**src/rtl/rx_cic_pkg.sv**
```systemverilog
// Shared definitions for the receive CIC sequencing controller.
//   state_t      : controller FSM states
//   CH_I / CH_Q  : channel tags carried on the CIC output stream
//   DEF_MIN_RATE : default smallest decimation rate the CIC accepts
package rx_cic_pkg;

    typedef enum logic [1:0] {
        RUN    = 2'd0,
        DRAIN  = 2'd1,
        RST    = 2'd2,
        SETTLE = 2'd3
    } state_t;

    localparam logic CH_I = 1'b0;
    localparam logic CH_Q = 1'b1;

    localparam int DEF_MIN_RATE = 8;

endpackage

```
**src/rtl/rx_iq_pair.sv**
```systemverilog
// De-interleaves the CIC's channel-multiplexed output into I/Q pairs.
// Ports:
//   clk, reset_n            : clock, async active-low reset
//   enable                  : beats may be accepted (controller flowing)
//   discard                 : completed pairs are dropped instead of presented
//   flush                   : clears the I-pending flag
//   in_data/valid/channel/error, in_ready : CIC output beat handshake
//   out_i/out_q/out_valid, out_ready      : paired output stream
//   pair_done               : strobe, a Q beat completed a pair
//   pair_fault              : strobe, Q without I or I overwriting a pending I
//   beat_error              : strobe, accepted beat carried a nonzero error code
module rx_iq_pair
    import rx_cic_pkg::*;
#(
    parameter int DATA_W = 32
) (
    input  logic              clk,
    input  logic              reset_n,
    input  logic              enable,
    input  logic              discard,
    input  logic              flush,
    input  logic [DATA_W-1:0] in_data,
    input  logic              in_valid,
    input  logic              in_channel,
    input  logic [1:0]        in_error,
    output logic              in_ready,
    output logic [DATA_W-1:0] out_i,
    output logic [DATA_W-1:0] out_q,
    output logic              out_valid,
    input  logic              out_ready,
    output logic              pair_done,
    output logic              pair_fault,
    output logic              beat_error
);

    logic              pend;
    logic [DATA_W-1:0] i_hold;
    logic              accept;

    // A beat is only taken when the output slot is free or draining this cycle,
    // so a completing Q beat can never overwrite a held pair.
    assign in_ready   = enable && (!out_valid || out_ready);
    assign accept     = in_valid && in_ready;
    assign pair_done  = accept && (in_channel == CH_Q) && pend;
    assign pair_fault = accept && (((in_channel == CH_Q) && !pend) ||
                                   ((in_channel == CH_I) && pend));
    assign beat_error = accept && (in_error != 2'b00);

    always_ff @(posedge clk or negedge reset_n) begin
        if (!reset_n) begin
            pend      <= 1'b0;
            i_hold    <= '0;
            out_i     <= '0;
            out_q     <= '0;
            out_valid <= 1'b0;
        end else begin
            if (out_valid && out_ready)
                out_valid <= 1'b0;
            if (flush) begin
                pend <= 1'b0;
            end else if (accept) begin
                if (in_channel == CH_I) begin
                    i_hold <= in_data;
                    pend   <= 1'b1;
                end else if (pend) begin
                    pend <= 1'b0;
                    if (!discard) begin
                        out_i     <= i_hold;
                        out_q     <= in_data;
                        out_valid <= 1'b1;
                    end
                end
            end
        end
    end

endmodule

```
**src/rtl/rx_cic_ctrl.sv**
```systemverilog
// Sequencing controller for the receive CIC decimator. Performs glitch-free
// rate changes (drain, hold CIC in reset, apply rate, discard settling pairs)
// and presents the CIC's interleaved output as I/Q pairs.
// Ports:
//   clk, reset_n                  : clock, async active-low reset
//   cfg_rate/cfg_wr               : rate-change request
//   cfg_busy, cfg_reject          : change in progress / illegal-rate pulse
//   adc_valid/adc_ready           : upstream sample handshake
//   cic_in_valid/cic_in_ready     : CIC input handshake
//   cic_rate, cic_reset_n, cic_clken : CIC control
//   cic_out_*                     : CIC output stream (data, valid, channel, error, ready)
//   iq_i/iq_q/iq_valid/iq_ready   : paired output stream
//   sync_err, err_clr             : sticky pairing/CIC error flag and its clear
//   stat_drop, stat_sync          : statistics counters
// Build option RX_CIC_CTRL_STATS_EN: when defined, stat_drop counts discarded
// settling pairs and stat_sync counts pairing faults (saturating, cleared by
// err_clr); otherwise both read 0.
module rx_cic_ctrl
    import rx_cic_pkg::*;
#(
    parameter int RATE_W       = 11,
    parameter int DATA_W       = 32,
    parameter int MIN_RATE     = DEF_MIN_RATE,
    parameter int RST_CYC      = 4,
    parameter int SETTLE_PAIRS = 5
) (
    input  logic              clk,
    input  logic              reset_n,
    input  logic [RATE_W-1:0] cfg_rate,
    input  logic              cfg_wr,
    output logic              cfg_busy,
    output logic              cfg_reject,
    input  logic              adc_valid,
    output logic              adc_ready,
    output logic              cic_in_valid,
    input  logic              cic_in_ready,
    output logic [RATE_W-1:0] cic_rate,
    output logic              cic_reset_n,
    output logic              cic_clken,
    input  logic [DATA_W-1:0] cic_out_data,
    input  logic              cic_out_valid,
    input  logic              cic_out_channel,
    input  logic [1:0]        cic_out_error,
    output logic              cic_out_ready,
    output logic [DATA_W-1:0] iq_i,
    output logic [DATA_W-1:0] iq_q,
    output logic              iq_valid,
    input  logic              iq_ready,
    output logic              sync_err,
    input  logic              err_clr,
    output logic [15:0]       stat_drop,
    output logic [15:0]       stat_sync
);

    localparam int CNT_MAX = (RST_CYC > SETTLE_PAIRS) ? RST_CYC : SETTLE_PAIRS;
    localparam int CNT_W   = $clog2(CNT_MAX + 1);
    localparam logic [RATE_W-1:0] MIN_R = RATE_W'(MIN_RATE);

    state_t            state, state_n;
    logic [CNT_W-1:0]  cnt, cnt_n;
    logic [RATE_W-1:0] new_rate;
    logic              latch, reject_n, flowing;
    logic              pair_done, pair_fault, beat_error;

    assign flowing      = (state == RUN) || (state == SETTLE);
    assign cfg_busy     = (state != RUN);
    assign cic_in_valid = flowing && adc_valid;
    assign adc_ready    = flowing && cic_in_ready;
    // Sequencing relies on reset and handshakes; the filter clock never gates.
    assign cic_clken    = 1'b1;

    rx_iq_pair #(.DATA_W(DATA_W)) u_pair (
        .clk        (clk),
        .reset_n    (reset_n),
        .enable     (flowing),
        .discard    (state == SETTLE),
        .flush      (state == RST),
        .in_data    (cic_out_data),
        .in_valid   (cic_out_valid),
        .in_channel (cic_out_channel),
        .in_error   (cic_out_error),
        .in_ready   (cic_out_ready),
        .out_i      (iq_i),
        .out_q      (iq_q),
        .out_valid  (iq_valid),
        .out_ready  (iq_ready),
        .pair_done  (pair_done),
        .pair_fault (pair_fault),
        .beat_error (beat_error)
    );

    always_comb begin
        state_n  = state;
        cnt_n    = cnt;
        latch    = 1'b0;
        reject_n = 1'b0;
        case (state)
            RUN: begin
                if (cfg_wr) begin
                    if (cfg_rate < MIN_R) begin
                        reject_n = 1'b1;
                    end else begin
                        state_n = DRAIN;
                        latch   = 1'b1;
                    end
                end
            end
            DRAIN: begin
                if (!iq_valid) begin
                    state_n = RST;
                    cnt_n   = CNT_W'(RST_CYC);
                end
            end
            RST: begin
                if (cnt <= CNT_W'(1)) begin
                    state_n = (SETTLE_PAIRS == 0) ? RUN : SETTLE;
                    cnt_n   = CNT_W'(SETTLE_PAIRS);
                end else begin
                    cnt_n = cnt - CNT_W'(1);
                end
            end
            SETTLE: begin
                if (pair_done) begin
                    if (cnt <= CNT_W'(1))
                        state_n = RUN;
                    else
                        cnt_n = cnt - CNT_W'(1);
                end
            end
            default: state_n = RST;
        endcase
    end

    always_ff @(posedge clk or negedge reset_n) begin
        if (!reset_n) begin
            state       <= RST;
            cnt         <= CNT_W'(RST_CYC);
            new_rate    <= MIN_R;
            cic_rate    <= MIN_R;
            cic_reset_n <= 1'b0;
            cfg_reject  <= 1'b0;
            sync_err    <= 1'b0;
        end else begin
            state       <= state_n;
            cnt         <= cnt_n;
            cfg_reject  <= reject_n;
            // Registered from next state so it is low exactly while in RST.
            cic_reset_n <= (state_n != RST);
            if (latch)
                new_rate <= cfg_rate;
            // Loaded only while already in RST, so the CIC sees a rate change
            // strictly while its reset is held low.
            if (state == RST)
                cic_rate <= new_rate;
            if (pair_fault || beat_error)
                sync_err <= 1'b1;
            else if (err_clr)
                sync_err <= 1'b0;
        end
    end

`ifdef RX_CIC_CTRL_STATS_EN
    logic        drop_inc;
    logic [15:0] drop_cnt, sync_cnt;

    assign drop_inc = pair_done && (state == SETTLE);

    // A clear coinciding with an event leaves that event counted.
    always_ff @(posedge clk or negedge reset_n) begin
        if (!reset_n) begin
            drop_cnt <= '0;
            sync_cnt <= '0;
        end else begin
            if (err_clr)
                drop_cnt <= {15'd0, drop_inc};
            else if (drop_inc && (drop_cnt != 16'hFFFF))
                drop_cnt <= drop_cnt + 16'd1;
            if (err_clr)
                sync_cnt <= {15'd0, pair_fault};
            else if (pair_fault && (sync_cnt != 16'hFFFF))
                sync_cnt <= sync_cnt + 16'd1;
        end
    end

    assign stat_drop = drop_cnt;
    assign stat_sync = sync_cnt;
`else
    assign stat_drop = 16'd0;
    assign stat_sync = 16'd0;
`endif

endmodule

```
**config.mk**
```make
export PLATFORM = sky130hd
export DESIGN_NAME = rx_cic_ctrl
export DESIGN_NICKNAME = d
export VERILOG_FILES = /design/src/rtl/rx_cic_pkg.sv /design/src/rtl/rx_iq_pair.sv /design/src/rtl/rx_cic_ctrl.sv
export SDC_FILE = /design/constraint.sdc
export NUM_CORES = 1
export LEC_CHECK = 0
export CAP_MARGIN = 5
export CORE_AREA = 2 2 105 132
export CTS_CLUSTER_SIZE = 8
export DETAILED_ROUTE_END_ITERATION = 8
export DIE_AREA = 0 0 107 134
export HOLD_SLACK_MARGIN = 0.12
export PLACE_DENSITY = 0.75
export SKIP_CTS_REPAIR_TIMING = 1
export SYNTH_ARGS = -nofsm -noshare
export SYNTH_HDL_FRONTEND = slang
export SYNTH_SLANG_ARGS = --single-unit
```
**constraint.sdc**
```tcl
create_clock -name clk -period 2.4 [get_ports clk]
set_clock_uncertainty 0.1 [all_clocks]
set_input_delay 0.36 -clock clk [delete_from_list [all_inputs] [get_ports clk]]
set_output_delay 0.36 -clock clk [all_outputs]
set_load 0.02 [all_outputs]
```
Yosys cells after proc, flatten, opt, wreduce, memory -nomap -nowiden. Cells that the tools add are included.

Bitwise logic cells: 3. Mux-type cells: 29. $mul: 0. Divide/modulo/power cells: 0. Reductions and logical operators: 26. Shifts and indexed selects: 0. Eq/ne operators: 7. Add/subtract/negate cells: 1. Order comparisons: 2.

Operators by type and width (count): $mux 1 (17); $mux 2 (6); $mux 3 (4); $logic_and 1x1->1 (11); $lt 11x4->1 const B (1); $pmux 3 s3 (1); $ne 2x2->1 const B (4); $pmux 2 s4 (1); $reduce_bool 2->1 (4); $reduce_and 5->1 (1); $eq 2x2->1 const B (2); $logic_or 1x1->1 (4); $reduce_and 4->1 (1); $le 3x1->1 const B (1); $not 1->1 (3); $reduce_and 3->1 (1); $reduce_bool 3->1 (1); $sub 3x1->3 const B (1); $eq 2x1->1 const B (1); $logic_not 1->1 (2); $logic_not 2->1 (1).

Memories: 0. Memory bits (read-only): 0. Input bits: 54. Memory bits (writable): 0. Bits in registers: 128. Logic and storage cells: 80. Latch bits: 0. Output and inout port bits: 116.

Longest topological paths before layout.
Depth in word-level cells: 9. Gate-level depth with buffers: 8. Mapped depth without buffers: 7.

By module. From an unflattened synthesis, not the netlist that was laid out.

Cells, all modules: 365. Area, all modules: 5527.8 sq um.

Modules (own cells, without submodules): rx_iq_pair (cells each 220, times used 1, area each 3871.2 sq um, sequential area each 2452.4 sq um); rx_cic_ctrl (cells each 145, times used 1, area each 1656.6 sq um, sequential area each 755.7 sq um).

Worst setup path before layout. Ideal clock, no wire load.

Kind: flip-flop to flip-flop. Start: reg state[1]. End: reg u_pair.out_i[22]. Data arrival time: 2.147 ns. Period minus slack after synthesis: 2.374 ns. Library setup time: 0.127 ns. Slack: 0.026 ns. Buffers on the path: 2. Cell stages (with the launch flop): 8. Data required time: 2.173 ns. Cell sequence: dfstp_2 -> inv_1 -> ha_1 -> or3_4 -> nor3_2 -> buf_4 -> buf_6 -> mux2_1.

Cells in the longest elaborated chain, start to end: 5. Elaborated cells between the ends (all ways): 9. Those cells by class: eq/ne: 2; bitwise: 2; reduce/logical: 5.

Ends and longest elaborated chain: from (decl) (RTL line rx_cic_ctrl.sv:59) `state_t state, state_n;`; from (signal assigned) (RTL line rx_cic_ctrl.sv:144) `state <= state_n;`; $eq 2x2->1 / $logic_not 2->1 (equally long branches) (RTL line rx_cic_ctrl.sv:65, rx_cic_ctrl.sv:76); $logic_or 1x1->1 (RTL line rx_cic_ctrl.sv:65) `assign flowing = (state == RUN) || (state == SETTLE);`; $logic_and 1x1->1 (RTL line rx_iq_pair.sv:42) `assign in_ready = enable && (!out_valid || out_ready);`; $logic_and 1x1->1 (RTL line rx_iq_pair.sv:43) `assign accept = in_valid && in_ready;`; $reduce_and 5->1 (no source line) (*); to (signal assigned) (RTL line rx_iq_pair.sv:68) `out_i <= i_hold;`; to (decl) (RTL line rx_iq_pair.sv:27) `output logic [DATA_W-1:0] out_i,`.

Every way passes the cells marked *; elsewhere a longest branch is shown, timed or not. A chain may end at the register's enable or synchronous reset.

Final worst setup path.
Start: reg state[1]. End: reg u_pair.out_i[1].

The elaborated chain is that of the path after synthesis.

==> out/results.txt <==
CTS tree: built
fraction of registers with async set/reset: 1.00
Min Clock Period, post-route: 2370 ps
final setup violation count: 0
Final Hold Vio Count: 0
DRC: 0
fillcell total: 1024
clk buf depth: 2
first-pass GRT wire length: 18400 µm
final worst-path cycle share: 0.987
Hold Slack: 326 ps
Mapped Cells: 361
Worst Path Arrival: 2550 ps
PwrDens: 1450 mW/mm²
capturing point of the worst reg2reg path: u_pair.out_i[1]
crit path capture: u_pair.out_i[1]
DRT Pass-1 Iters: 4
die width: 107 µm
layout cells sized above 1: 0.267
root buffer cell: clkbuf_16
crit path cell chain: inv_2, ha_4, or3_4, nor3_4, buf_12, buf_12, buf_16, mux2_4
slowest cell on the critical path: dfstp_2
grt total ovfl: 0
die height: 134 µm
vias in the first global route: 3674
Req. time, crit path: 2580 ps
Fmax: 422 MHz
Reg2Reg Depth: 8
via density per instance: 4.73
worst path bufs/invs: 4
Synth area leaders: dfrtp_1 57%, mux2_2 11%, mux2_1 10%, buf_4 4.7%, mux2_4 4.2%
initial DRC count: 81
All-Layer GR Usage: 0.165
critical path's top delay family: simple AND/OR/NAND/NOR gates
drt wl/cell: 16.4 µm
Initial Utilization: 0.412
Reg clk slew, reported paths: 60 ps
Post-synth EDFFs: 0
Routed Antenna Nets: 0
register area share after synthesis: 0.594
crit path capture type: flop
Core ar.: 0.0131 mm²
ant diodes: 0
Tot Pwr: 11.2 mW
RR Startpoint: state[1]
area of the multi-input gates: 0.00195 mm²
TritonCTS Buffers: 17
row count: 47
Max VDD drop: 0.665 mV
CP Launch Type: flop
predominant post-synthesis flop cell: dfrtp_1
Worst path depth: 8
top-count cell post-synth: dfrtp_1
synth warn: 0
number of port buffers: 136
# H-tree levels: 4
Setup CP Type: flop to flop
Netlist cell types: 40
Mapped Area: 0.00540 mm²
area leader, netlist: dfrtp_1
nets: 583
RSZ-0062 raised after global routing: yes
clock latency at the later pin of the worst-skew pair: 400 ps
outcome: completed
IO Pins: 170
Final Max Slew Viols: 0
initial antenna violation count: 0
setup TNS: 0 ps
Reg2Reg Setup Slack: 30 ps
GPL Wtd Cong: 0.779
Avg Inst Size Synth: 15.0 µm²
Vias: 3345
CP Launch Point: state[1]
Hold Path Class: input pin to asynchronous set/reset pin
Leak: 3.49 nW
final WL: 11600 µm
most used cell, CP: buf_12
clk sinks: 128
critical path's largest stage delay: 550 ps
synth-to-layout area growth: 42.9%
die area: 0.0143 mm²
synthesis-stage register bit count: 128
max cap viols: 0
area fraction of the dominant cell type after synthesis: 0.575
critical path fanouts, max: 7
storage element area: 0.00321 mm²
largest net degree at the start of global routing: 68
Finished Core Util: 0.588
top cells by count, synth: 124 x dfrtp_1, 54 x mux2_2, 49 x mux2_1
Final HPWL DP: 7800 µm
## metal layers
| metal | track usage | vias to the layer above | routed length (µm) |
|---|---|---|---|
| li1 | - | 1524 | - |
| met1 | 0.184 | 1695 | 4430 |
| met2 | 0.291 | 111 | 6430 |
| met3 | 0.0462 | 15 | 510 |
| met4 | 0.0722 | 0 | 220 |
| met5 | 0 | - | 0 |
## layout make-up
| cell class | count | area share |
|---|---|---|
| Clock buffer | 19 | 0.0574 |
| Clock inverter | 13 | 0.0209 |
| Inverter | 8 | 0.00389 |
| Multi-Input combinational cell | 209 | 0.253 |
| Sequential cell | 128 | 0.416 |
| Tap cell | 171 | 0.0277 |
| Timing Repair Buffer | 159 | 0.221 |
## logic make-up (layout without fill, tap and decap cells)
family	after synthesis	count (layout)	share of synthesized area
multiplexers	118	118	0.257
AO/OA/AOI/OAI	20	20	0.0243
AND/OR/NAND/NOR	31	31	0.0329
flip-flops	128	128	0.594
buffers and inverters	55	199	0.0749
other	2	33	0.00139
XOR/XNOR	1	1	0.00162
adder cells (fa/ha/maj)	6	6	0.0139
## where the power goes
group	internal (mW)	total, mW	switching [mW]
Combinational	2.61	4.78	2.18
Clock	1.66	2.59	0.927
Sequential	3.27	3.83	0.560
Total	7.54	11.2	3.67
## metrics by stage
| step | cell area (µm²) | worst slack [ps] | cells |
|---|---|---|---|
| after floorplan | 5510 | 25.6 | 392 |
| after global placement | 6880 | -66.6 | 666 |
| after detailed placement | 6880 | -85.2 | 666 |
| after CTS | 7480 | -327 | 698 |
| after global routing | 7710 | -24.8 | 707 |
| final | 7710 | 32.3 | 707 |
## worst min-delay path by stage
stage / end / slack (ps) / depth (start not counted)
floorplan: cfg_reject / -40 / 0
CTS: cic_rate[6] / -210 / 1
detailed placement: u_pair.out_q[5] / 220 / 1
global placement: u_pair.out_q[5] / 200 / 1
global route: new_rate[2] / 370 / 2
finish: u_pair.out_q[5] / 330 / 2
## flip-flops by register name, summed over array words and instances, names as in the netlist
name / cells
cic_rate: 11
state: 2
u_pair.pend: 1
cfg_reject: 1
u_pair.out_q: 32
new_rate: 11
cic_reset_n: 1
sync_err: 1
u_pair.out_i: 32
u_pair.out_valid: 1
cnt: 3
u_pair.i_hold: 32
## cells in the final DEF (no fill, tap or decap), drive strengths merged, types with 6 or more instances in the layout
master,instances
a21oi,6
nor2,9
conb,33
clkbuf,23
buf,19
dfrtp,124
inv,10
ha,6
mux2,118
clkdlybuf4s50,132
No activity file was read; power rests on OpenSTA's default activity.
